**src/rtl/spi_flash_pkg.sv**
```systemverilog
// Shared types and constants for the SPI flash ID responder: FSM states,
// recognised opcodes and the default ID bytes returned to the master.
package spi_flash_pkg;

  typedef enum logic [2:0] {
    IDLE,
    CMD,
    ADDR,
    DATA,
    IGNORE
  } state_t;

  localparam int         BYTE_BITS     = 8;
  localparam int         DEF_ADDR_BITS = 24;

  localparam logic [7:0] CMD_RDID  = 8'h90;
  // Reserved for the JEDEC ID extension; not decoded yet.
  localparam logic [7:0] CMD_JEDEC = 8'h9F;

  localparam logic [7:0] DEF_MFR_ID = 8'hEF;
  localparam logic [7:0] DEF_DEV_ID = 8'h17;

  // 16-bit ID word in shift-out order; the swap flag is address bit 0.
  function automatic logic [15:0] id_word(input logic [7:0] mfr,
                                          input logic [7:0] dev,
                                          input logic       swap);
    return swap ? {dev, mfr} : {mfr, dev};
  endfunction

endpackage

```
**src/rtl/spi_slave_sync.sv**
```systemverilog
// Brings the asynchronous SPI pins into the sys_clk domain and derives
// one-cycle edge strobes for chip select and SCLK.
module spi_slave_sync (
  input  logic sys_clk,
  input  logic sys_rst_n,
  input  logic spi_cs_n,
  input  logic spi_sclk,
  input  logic spi_mosi,
  output logic cs_n_s,
  output logic cs_fall,
  output logic cs_rise,
  output logic sclk_rise,
  output logic sclk_fall,
  output logic mosi_s
);

  // [0],[1] are the synchronizer stages, [2] is the edge-detect history.
  logic [2:0] cs_q;
  logic [2:0] sclk_q;
  logic [1:0] mosi_q;

  // NOTE: clocked state uses non-blocking assignments so every flop samples
  // the pre-edge value of its neighbour; blocking here would collapse the
  // synchronizer chain into a single flop.
  always_ff @(posedge sys_clk or negedge sys_rst_n) begin
    if (!sys_rst_n) begin
      // NOTE: chip select resets to the asserted level so a CS_n already low
      // at reset release produces no fall strobe; a fresh rise must come first.
      cs_q   <= '0;
      sclk_q <= '0;
      mosi_q <= '0;
    end else begin
      cs_q   <= {cs_q[1:0], spi_cs_n};
      sclk_q <= {sclk_q[1:0], spi_sclk};
      mosi_q <= {mosi_q[0], spi_mosi};
    end
  end

  assign cs_n_s    = cs_q[1];
  assign cs_fall   = cs_q[2] & ~cs_q[1];
  assign cs_rise   = ~cs_q[2] & cs_q[1];
  assign sclk_rise = ~sclk_q[2] & sclk_q[1];
  assign sclk_fall = sclk_q[2] & ~sclk_q[1];
  assign mosi_s    = mosi_q[1];

endmodule

```
**src/rtl/spi_flash_id_responder.sv**
```systemverilog
// SPI slave answering the 0x90 Manufacturer/Device ID read like a serial NOR
// flash; all pins are oversampled in sys_clk, no SCLK-derived clock exists.
module spi_flash_id_responder
  import spi_flash_pkg::*;
#(
  parameter logic [7:0] MFR_ID    = DEF_MFR_ID,
  parameter logic [7:0] DEV_ID    = DEF_DEV_ID,
  parameter int         ADDR_BITS = DEF_ADDR_BITS
) (
  input  logic       sys_clk,
  input  logic       sys_rst_n,
  input  logic       spi_cs_n,
  input  logic       spi_sclk,
  input  logic       spi_mosi,
  output logic       spi_miso,
  output logic       spi_miso_oe,
  output logic       busy,
  output logic       id_sent,
  output logic       bad_cmd,
  output logic [7:0] last_cmd
);

  localparam logic [5:0] LAST_CMD_BIT = 6'(BYTE_BITS - 1);
  localparam logic [5:0] LAST_HDR_BIT = 6'(BYTE_BITS + ADDR_BITS - 1);

  logic cs_n_s, cs_fall, cs_rise, sclk_rise, sclk_fall, mosi_s;

  spi_slave_sync u_sync (
    .sys_clk   (sys_clk),
    .sys_rst_n (sys_rst_n),
    .spi_cs_n  (spi_cs_n),
    .spi_sclk  (spi_sclk),
    .spi_mosi  (spi_mosi),
    .cs_n_s    (cs_n_s),
    .cs_fall   (cs_fall),
    .cs_rise   (cs_rise),
    .sclk_rise (sclk_rise),
    .sclk_fall (sclk_fall),
    .mosi_s    (mosi_s)
  );

  state_t      state;
  logic [5:0]  bit_cnt;
  logic [3:0]  data_cnt;
  logic [7:0]  cmd_sr;
  logic        swap;
  logic [7:0]  cmd_next;
  logic [15:0] word;
  logic        shift_in;
  logic        shift_out;

  // SCLK edges only matter while the synchronized select is asserted.
  assign shift_in  = sclk_rise & ~cs_n_s;
  assign shift_out = sclk_fall & ~cs_n_s;
  assign cmd_next  = {cmd_sr[BYTE_BITS-2:0], mosi_s};
  assign word      = id_word(MFR_ID, DEV_ID, swap);

  always_ff @(posedge sys_clk or negedge sys_rst_n) begin
    if (!sys_rst_n) begin
      state       <= IDLE;
      bit_cnt     <= '0;
      data_cnt    <= '0;
      cmd_sr      <= '0;
      swap        <= 1'b0;
      spi_miso    <= 1'b0;
      spi_miso_oe <= 1'b0;
      busy        <= 1'b0;
      id_sent     <= 1'b0;
      bad_cmd     <= 1'b0;
      last_cmd    <= '0;
    end else begin
      id_sent <= 1'b0;
      bad_cmd <= 1'b0;
      // Deselect overrides everything, including an SCLK strobe in the same cycle.
      if (cs_rise) begin
        state       <= IDLE;
        bit_cnt     <= '0;
        data_cnt    <= '0;
        spi_miso    <= 1'b0;
        spi_miso_oe <= 1'b0;
        busy        <= 1'b0;
      end else begin
        case (state)
          IDLE: begin
            if (cs_fall) begin
              state    <= CMD;
              busy     <= 1'b1;
              bit_cnt  <= '0;
              data_cnt <= '0;
              cmd_sr   <= '0;
              swap     <= 1'b0;
            end
          end
          CMD: begin
            if (shift_in) begin
              cmd_sr  <= cmd_next;
              bit_cnt <= bit_cnt + 6'd1;
              if (bit_cnt == LAST_CMD_BIT) begin
                last_cmd <= cmd_next;
                if (cmd_next == CMD_RDID) begin
                  state <= ADDR;
                end else begin
                  bad_cmd <= 1'b1;
                  state   <= IGNORE;
                end
              end
            end
          end
          ADDR: begin
            if (shift_in) begin
              // Each address bit overwrites the flag, so bit 0 is what remains.
              swap <= mosi_s;
              if (bit_cnt == LAST_HDR_BIT) begin
                bit_cnt <= '0;
                state   <= DATA;
              end else begin
                bit_cnt <= bit_cnt + 6'd1;
              end
            end
          end
          DATA: begin
            if (shift_out) begin
              spi_miso_oe <= 1'b1;
              // ~data_cnt walks the word MSB first and wraps to replay it.
              spi_miso    <= word[~data_cnt];
              data_cnt    <= data_cnt + 4'd1;
              if (data_cnt == 4'd15) id_sent <= 1'b1;
            end
          end
          IGNORE: begin
          end
          default: state <= IDLE;
        endcase
      end
    end
  end

endmodule

```
**config.mk**
```make
export PLATFORM = sky130hd
export DESIGN_NAME = spi_flash_id_responder
export DESIGN_NICKNAME = d
export VERILOG_FILES = /design/src/rtl/spi_flash_pkg.sv /design/src/rtl/spi_slave_sync.sv /design/src/rtl/spi_flash_id_responder.sv
export SDC_FILE = /design/constraint.sdc
export NUM_CORES = 1
export LEC_CHECK = 0
export ABC_AREA = 1
export CELL_PAD_IN_SITES_DETAIL_PLACEMENT = 2
export CELL_PAD_IN_SITES_GLOBAL_PLACEMENT = 2
export CORE_MARGIN = 2
export CORE_UTILIZATION = 32
export CTS_CLUSTER_DIAMETER = 150
export CTS_CLUSTER_SIZE = 25
export DETAILED_ROUTE_END_ITERATION = 8
export PLACE_DENSITY = 0.79
export SLEW_MARGIN = 30
export SYNTH_ARGS = -nofsm -noshare
export SYNTH_HDL_FRONTEND = slang
export SYNTH_SLANG_ARGS = --single-unit
```
**constraint.sdc**
```tcl
create_clock -name sys_clk -period 1.3 [get_ports sys_clk]
set_input_delay 0.325 -clock sys_clk [delete_from_list [all_inputs] [get_ports sys_clk]]
set_output_delay 0.325 -clock sys_clk [all_outputs]
set_load 0.1 [all_outputs]
```
**Word-level counts from Yosys, hierarchy flattened**

Index checks and enable logic that the tools add are counted.

- Flip-flop bits (word level): 42

- Add/sub/neg operators: 2
- Magnitude comparators: 1
- Bitwise logic cells: 12
- Reductions and logical operators: 18
- Equal/unequal tests: 18
- Muxes and demuxes: 45

Operators with widths:

| kind | count |
|---|---|
| 6-bit two-way mux | 5 |
| 1-bit two-way mux | 21 |
| 3-bit two-way mux | 7 |
| 3-bit inequality test, second input constant | 6 |
| 6-bit case mux with 3 select lines | 1 |
| 16-bit two-way mux | 1 |
| 4-bit AND reduction | 4 |
| 7-bit two-way mux | 2 |
| 7-bit case mux with 2 select lines | 1 |
| 4-bit two-way mux | 3 |
| 3-bit case mux with 4 select lines | 1 |
| 2-bit nonzero test | 6 |
| 8-bit equality test, second input constant | 1 |
| 4-bit case mux with 2 select lines | 1 |
| 6-bit by 1-bit adder with 6-bit output, second input constant | 1 |
| 1-bit bitwise AND | 6 |
| 3-bit by 2-bit equality test with 1-bit output, second input constant | 2 |
| 6-bit by 3-bit equality test with 1-bit output, second input constant | 1 |
| 6-bit by 5-bit equality test with 1-bit output, second input constant | 1 |
| 2-bit inequality test, second input constant | 3 |
| 6-bit AND reduction | 1 |
| 4-bit by 5-bit < comparator with 1-bit output, second input constant | 1 |
| 1-bit NOT | 5 |
| 4-bit by 1-bit adder with 4-bit output, second input constant | 1 |
| other kinds (13) | 14 |

**Longest topological paths before layout**

Gate-level depths: netlist of run 1.

- Depth in word-level cells: 6
- Mapped depth: 10
- Depth with buffers taken out: 10

**Cells and area by module**

A second synthesis of run 1 with hierarchy kept.

- Cells, all modules: 243
- Area total of the unflattened synthesis: 2052.0 sq um

Modules (own cells, without submodules):

| module | cells an instance | area each (sq um) | sequential area each (sq um) | times used |
|---|---|---|---|---|
| spi_flash_id_responder | 227 | 1821.7 | 850.8 | 1 |
| spi_slave_sync | 16 | 230.2 | 200.2 | 1 |

**Least setup slack after synthesis of run 1**

No wires, ideal clock.

- Path type: flip-flop to flip-flop
- Start point: register u_sync.cs_q[1]
- End point: register last_cmd[4]
- Clock period less this slack: 1.440 ns
- Arrival: 1.317 ns
- Buffers on the path: 1
- Slack: -0.140 ns
- Data required time: 1.178 ns
- Cell stages (with the launch flop): 9
- Cell sequence: dfrtp_1 ha_1 nor2_4 inv_2 nor2_4 nand3_4 buf_6 nand2_1 o21ai_2

- Cells in the longest elaborated chain, start to end: 3
- Elaborated cells on any way between the ends: 5
- Those cells by class: bitwise: 4; reduce/logical: 1

Ends and longest elaborated chain:

| element | RTL line | RTL |
|---|---|---|
| start, declared | spi_slave_sync.sv:18 | `logic [2:0] cs_q;` |
| start signal, assigned | spi_slave_sync.sv:33 | `cs_q <= {cs_q[1:0], spi_cs_n};` |
| 1-bit bitwise AND or 1-bit NOT (tied branches) | spi_slave_sync.sv:41, spi_flash_id_responder.sv:53 |  |
| 1-bit NOT (no line) or 1-bit bitwise AND (tied branches) | - |  |
| 4-bit AND reduction (no line) * | - |  |
| end signal, assigned | spi_flash_id_responder.sv:99 | `last_cmd <= cmd_next;` |
| end, declared | spi_flash_id_responder.sv:20 | `output logic [7:0] last_cmd` |

Every way passes the cells marked *; elsewhere a longest branch is shown, timed or not.
A chain may end at the register's enable or synchronous reset.

**Worst setup path after layout of run 1**

- Start point: register state[2]
- End point: register last_cmd[2]

- Cells in the longest elaborated chain, start to end: 2

Ends and longest elaborated chain:

| element | RTL line | RTL |
|---|---|---|
| start, declared | spi_flash_id_responder.sv:42 | `state_t state;` |
| start signal, assigned | spi_flash_id_responder.sv:60 | `state <= IDLE;` |
| start signal, assigned | spi_flash_id_responder.sv:76 | `state <= IDLE;` |
| start signal, assigned | spi_flash_id_responder.sv:86 | `state <= CMD;` |
| 3-bit by 1-bit equality test with 1-bit output | spi_flash_id_responder.sv:83 | `case (state)` |
| 4-bit AND reduction (no line) | - |  |

No other way between the ends.

==> results of run 1 <==
[cell usage in the layout (no fill, tap or decap), types with 9 or more instances in the layout]
cell type	n
buf_12	14
buf_4	52
dfrtp_1	38
inv_1	15
nand2_1	49
nand2_2	16
nand3_1	17
nand3_2	9
nor2_1	10
nor2_4	9
o21ai_2	13
[layout make-up]
class                   instances  area (um^2)  area share
inverters                      28          123      0.0362
well taps                      77         96.3      0.0284
repair buffers                 76          772       0.228
flip-flops and latches         42         1060       0.312
multi-input cells             175         1250       0.370
clock buffers                   6         72.6      0.0214
clock inverters                 2         13.8     0.00406
[power breakdown]
group / internal (mW) / switching, mW
clock: 0.380 / 0.521
combinational: 1.25 / 1.76
sequential: 1.47 / 0.177
total: 3.09 / 2.46
[per-layer routing]
metal | vias to the layer above | global-route usage | routed length (um)
met5 | - | 0 | 0
met3 | 27 | 0.0390 | 226
met1 | 1059 | 0.273 | 3480
met2 | 39 | 0.478 | 4900
met4 | 0 | 0.0824 | 321
li1 | 962 | - | -
[sequential cells by signal, indices dropped and copies added (netlist names), 2 cells and up]
register	flops
last_cmd	8
bit_cnt	6
u_sync.cs_q	3
u_sync.sclk_q	3
u_sync.mosi_q	2
cmd_sr	7
state	3
data_cnt	4
[repair_timing]
action                                  4_1_cts  5_1_grt
endpoints found under the hold margin        12        0
setup buffers                                10        5
endpoints found under the setup margin       33       34
resized for setup                            59       22
hold buffers                                  1        0
pin swaps                                    22        9
cloned                                        3        0
[Yosys cell counts, types with 4 or more instances]
cell and instances:
o21ai_2 8, inv_1 22, ha_1 6, nand3b_1 4, nor2_4 5, inv_2 5
nand3_1 26, dfrtp_1 42, nor2_1 15, nand2_1 67, a21oi_1 9, o21ai_0 11
[worst max path at each step]
stage                        start          end  slack (ns)  cells past startpoint
floorplan                 state[2]  last_cmd[4]       -0.11                      9
global placement    u_sync.cs_q[1]  data_cnt[2]       -0.22                      8
detailed placement  u_sync.cs_q[1]    cmd_sr[2]       -0.48                      6
CTS                 u_sync.cs_q[1]    cmd_sr[6]       -0.23                      9
global route              state[2]  last_cmd[2]       -0.42                      8
finish                    state[2]  last_cmd[2]       -0.37                      8
[cell families (layout without fill, tap and decap cells)]
| kind of cell | after synthesis | in the layout | synth area share |
|---|---|---|---|
| simple gates | 131 | 133 | 0.306 |
| xor+xnor | 4 | 4 | 0.0162 |
| buf+inv | 33 | 112 | 0.0676 |
| compound gates | 32 | 32 | 0.0902 |
| flops | 42 | 42 | 0.486 |
| fa+ha+maj | 6 | 6 | 0.0347 |
[per-stage QoR]
stage               power [mW]  area (um^2)  worst slack (ns)
floorplan                 2.90         2200            -0.113
global placement          3.65         2880            -0.222
detailed placement        3.80         2880            -0.480
CTS                       5.21         3260            -0.234
global route              5.82         3390            -0.424
finish                    5.55         3390            -0.367
==> key figures, run 1 <==
Outcome
  • Outcome: complete, but fails checks
  • Failing checks: setup timing

CTS
  • Clock root buffer master: clkbuf_8
  • Clock Tree Buf Depth: 2
  • Worst-path clk slew: roughly 0.090 ns
  • Clk sinks: 42
  • Total CTS buffers: 5
  • Htree depth: 2
  • CTS tree: done
  • Clock Latency Late Sink: 0.31 ns

Pwr
  • VDD IR max: around 0.74 mV
  • Pwr/cell area: 1640 nW/um^2
  • Lkg Pwr: roughly 1.6 nW

STA
  • Slew margin rel.: 0.802
  • Slew Limit Fails: 0
  • Slack of the critical path: -0.367 ns
  • Finish-stage setup viols: 32
  • Fin crit share: 1.28
  • Hold slack: between 0.3 and 0.4 ns
  • Worst-Margin Slew: 0.296 ns
  • Final-report hold violation count: 0
  • Clock skew: 0.00539 ns
  • Unrepaired setup endpoints after global routing: yes
  • Setup_tns: -8.14 ns
  • Crit path time final: approximately 1.7 ns
  • FMAX: 600 MHz

Final layout
  • Finished Layout Cells: 406
  • # diodes: 0
  • Core Util, Final: 0.525
  • Fillers: 663
  • Share of layout cells above drive strength 1: 0.511
  • Area Overhead vs Synth: 56.5%
  • Final #Nets: 339

Worst setup path
  • Worst path arrival time: 1.87 ns
  • CP max FO: 4
  • Cell seen most often among critical-path stages: nor2_4
  • Critical Path Start Type: flop
  • Register-to-register setup slack: -0.37 ns
  • Buf+Inv Stages, Crit Path: 1
  • Crit Reg-Reg Startpoint: state[2]
  • Max incr delay on CP: 0.46 ns
  • R2r worst-path depth: 8
  • R2r endpoint: last_cmd[2]
  • Critical path class: flop to flop
  • Crit. End Element: flop
  • Slowest CP cell: dfrtp_2
  • Cell family with the largest share of critical-path delay: simple AND/OR/NAND/NOR gates
  • Worst EP required: 1.50 ns
  • Crit-path cells: nor2_4, nand2_4, nor2_4, inv_2, nor2_4, nand3_2, nand2_1, o21ai_2

Min path
  • Worst hold endpoint: u_sync.cs_q[1]
  • Class of the worst hold path: flop to flop
  • HP Start: u_sync.cs_q[0]
  • Hold path depth: 0

Drt
  • Aggregate routed wire length: 8930 um
  • 1st-iter DRT viols: between 50 and 60
  • Antenna-violating nets left: 0
  • Vias/cell: 5.14
  • Post-route DRC violation count: 0
  • Per-cell routed wire length: 22.0 um
  • Router iterations before antenna repair: 4
  • Routed vias: 2087

Synthesis
  • Post-Syn Area per Cell: 8.73 um^2
  • Yosys top cell by area: dfrtp_1
  • Count of cell types in the netlist: 29
  • EDFF count, synth: 0
  • FF+latch count, synth: 42
  • Synth warn: 0
  • Sequential share of the synthesized area: 0.486
  • Synth top area share: 0.486
  • Top_reg_cell synth: dfrtp_1
  • Synth top area cells: dfrtp_1 49%, nand2_1 12%, nand3_1 6.0%
  • Cells after Synth: 248
  • Post-Syn Area: ~2200 um^2
  • FFs w/ async S/R, synth: 1.00
  • Syn nets: around 260

Placed design
  • Gpl congestion: 0.756
  • IO Port Bufs: 17
  • Placed cells: 379
  • Post-DP HPWL: roughly 5200 um

Die
  • Die Ht: 86.2 um
  • Ports: 18
  • DIE WIDTH: 86.2 um
  • Die area: 7440 um^2
  • Row cnt: 29
  • Initial Util: 0.335
  • Core area: 6460 um^2

Global route
  • Total GRT Usage: 0.247
  • First-pass GRT wire length: 13700 um
  • GRT overflow: 0
  • Vias in the first global route: 2452
  • Initial antenna violation count: 0
  • Largest net degree at the start of global routing: 43

Job
  • Max Cap Violations: 0
(Power assumes the default switching activity.)
==> inputs of run 2 (changes only) <==
CELL_PAD_IN_SITES_DETAIL_PLACEMENT = 0   (was 2)
CELL_PAD_IN_SITES_GLOBAL_PLACEMENT = 1   (was 2)
CORE_UTILIZATION = 39   (was 32)
PLACE_DENSITY = 0.78   (was 0.79)
==> run 2 against run 1 <==
  * The flow still finishes with violations (setup timing)
  * Sequential power shrank 2%
  * Register-to-register slack gained 0.23 ns
  * Die area shrank 17%
  * Worst setup slack gained 0.23 ns
  * Global-route usage shrank 7.8 points
  * Critical endpoint is now cmd_sr[0]
  * Highest routed layer unchanged
==> key figures, run 2 (synthesis results as in run 1) <==
STA
  • Slack of the critical path: -0.133 ns (+0.234 ns)
  • Slew Limit Fails: 0 (unchanged)
  • Unrepaired setup endpoints after global routing: yes
  • Crit path time final: 1.43 ns (-0.234 ns)
  • Finish-stage setup viols: 30 (-6.3%)
  • Slew margin rel.: 0.784 (-0.0184)
  • FMAX: 698 MHz (+16%)
  • Hold slack: 0.352 ns (-0.00480 ns)
  • Final-report hold violation count: 0 (unchanged)
  • Fin crit share: 1.10 (-0.180)
  • Clock skew: 0.0113 ns (+0.00591 ns)
  • Worst-Margin Slew: 0.323 ns (+0.0274 ns)
  • Setup_tns: -2.81 ns (+5.32 ns)

Job
  • Max Cap Violations: 0 (unchanged)

CTS
  • Worst-path clk slew: 0.08 ns (about the same)
  • Clock Latency Late Sink: 0.30 ns (about the same)
  • Htree depth: 2 (unchanged)
  • Clock root buffer master: clkbuf_8
  • Clk sinks: 42 (unchanged)
  • CTS tree: done
  • Clock Tree Buf Depth: 2 (unchanged)
  • Total CTS buffers: 5 (unchanged)

Worst setup path
  • CP max FO: 10 (+6)
  • Worst EP required: 1.52 ns (+0.02 ns)
  • Critical path class: flop to flop
  • Worst path arrival time: 1.65 ns (-0.22 ns)
  • Register-to-register setup slack: -0.13 ns (+0.23 ns)
  • Critical Path Start Type: flop
  • Crit Reg-Reg Startpoint: u_sync.cs_q[2]
  • R2r endpoint: cmd_sr[0]
  • Crit. End Element: flop
  • R2r worst-path depth: 7 (-1)

Min path
  • Worst hold endpoint: u_sync.mosi_q[1]
  • Hold path depth: 0 (unchanged)
  • HP Start: u_sync.mosi_q[0]
  • Class of the worst hold path: flop to flop

Drt
  • Aggregate routed wire length: 4790 um (-46%)
  • Vias/cell: 4.69 (-8.8%)
  • Post-route DRC violation count: 0 (unchanged)
  • Per-cell routed wire length: 12.3 um (-44%)
  • Antenna-violating nets left: 0 (unchanged)
  • Routed vias: 1833 (-12%)
  • 1st-iter DRT viols: 119 (+110%)
  • Router iterations before antenna repair: 4 (unchanged)

Die
  • Row cnt: 27 (-6.9%)
  • Die area: 6160 um^2 (-17%)
  • Initial Util: 0.398 (+0.0628)
  • Ports: 18 (unchanged)
  • DIE WIDTH: 78.5 um (-9.0%)
  • Die Ht: 78.5 um (-9.0%)
  • Core area: 5440 um^2 (-16%)

Outcome
  • Failing checks: setup timing
  • Outcome: complete, but fails checks

Global route
  • Largest net degree at the start of global routing: 43 (unchanged)
  • Total GRT Usage: 0.169 (-0.0779)
  • Vias in the first global route: 1794 (-27%)
  • GRT overflow: 0 (unchanged)
  • First-pass GRT wire length: 8160 um (-41%)
  • Initial antenna violation count: 0 (unchanged)

Final layout
  • Fillers: 460 (-31%)
  • Finished Layout Cells: 391 (-3.7%)
  • Design area: 3270 um^2 (-3.6%)
  • Most common cell after layout, fill and taps aside: nand2_1
  • Share of layout cells above drive strength 1: 0.467 (-0.0436)
  • Core Util, Final: 0.600 (+0.0758)
  • Commonest cells after routing, fill and taps aside: 51 x nand2_1, 45 x buf_4, 39 x dfrtp_1
  • Register with the most flip-flops: last_cmd
  • Area Overhead vs Synth: 50.9%
  • # diodes: 0 (unchanged)
  • Registers with the most flip-flops: last_cmd: 8 flops, cmd_sr: 7 flops, bit_cnt: 6 flops
  • Final #Nets: 329 (-2.9%)
  • Largest register FFs: 8 (unchanged)

Pwr
  • Final Power: 5.13 mW (-7.6%)
  • Pwr/cell area: 1570 nW/um^2 (-4.1%)
  • Lkg Pwr: 1.53 nW (-2.8%)
  • VDD IR max: 1.24 mV (+68%)

Placed design
  • IO Port Bufs: 17 (unchanged)
  • Dpl ws: -0.234 ns (+0.246 ns)
  • Placed Instance Area: 2890 um^2 (+0.30%)
  • Placed cells: 376 (-0.79%)
  • Post-DP HPWL: 3330 um (-36%)
  • Gpl congestion: 0.839 (+11%)
## run 2: cell types whose count changed in the layout (fill, tap and decap cells not counted), moves of 2 or more
cell	before	now
nand3_2	9	11
buf_4	52	45
buf_6	5	2
o21ai_1	5	10
nand2_1	49	51
nand2_2	16	14
inv_6	0	3
o21ai_2	13	9
inv_4	4	1
nand3_4	5	3
## run 2: how the worst max path moves through the flow
stage / from / to / slack, ns
global placement: u_sync.cs_q[1] / cmd_sr[1] / -0.18
finish: u_sync.cs_q[2] / cmd_sr[0] / -0.13
floorplan: state[2] / last_cmd[4] / -0.11
global route: u_sync.cs_q[1] / cmd_sr[0] / -0.23
CTS: state[2] / last_cmd[3] / -0.13
detailed placement: u_sync.cs_q[2] / cmd_sr[3] / -0.23
## run 2: cell type report
class                           instances  area [um^2]  share of cell area
Clock buffer                            5         68.8              0.0211
Clock inverter                          3         43.8              0.0134
Inverter                               28          118              0.0360
Multi-Input combinational cell        175         1200               0.369
Sequential cell                        42         1050               0.323
Tap cell                               72         90.1              0.0276
Timing Repair Buffer                   66          686               0.210
## run 2: per-layer routing
metal,share of wire,up-vias,wire [um],track usage
met1,0.49,860,2330,0.235
met5,0,-,0,0
met2,0.47,22,2270,0.259
met3,0.021,8,101,0.0379
li1,-,943,-,-
met4,0.019,0,93,0.0632
## run 2: where the power goes
| part | internal [mW] | switching [mW] |
|---|---|---|
| sequential | 1.46 | 0.140 |
| clock | 0.576 | 0.490 |
| combinational | 1.04 | 1.42 |
| total | 3.08 | 2.05 |
## run 2: timing repair
action,in CTS,in global routing
endpoints found under the hold margin,42,0
gates cloned,2,0
hold buffers,1,0
pin swaps,14,17
endpoints found under the setup margin,33,34
gates resized for setup,32,32
setup buffers,4,0
## run 2: critical path, stage by stage, from the launching register on
cell and delay (ns):
dfrtp_1 0.42, inv_2 0.06, ha_4 0.19, inv_6 0.10, nand2_2 0.11, nor2_4 0.28
nand3_2 0.10, o21ai_1 0.10
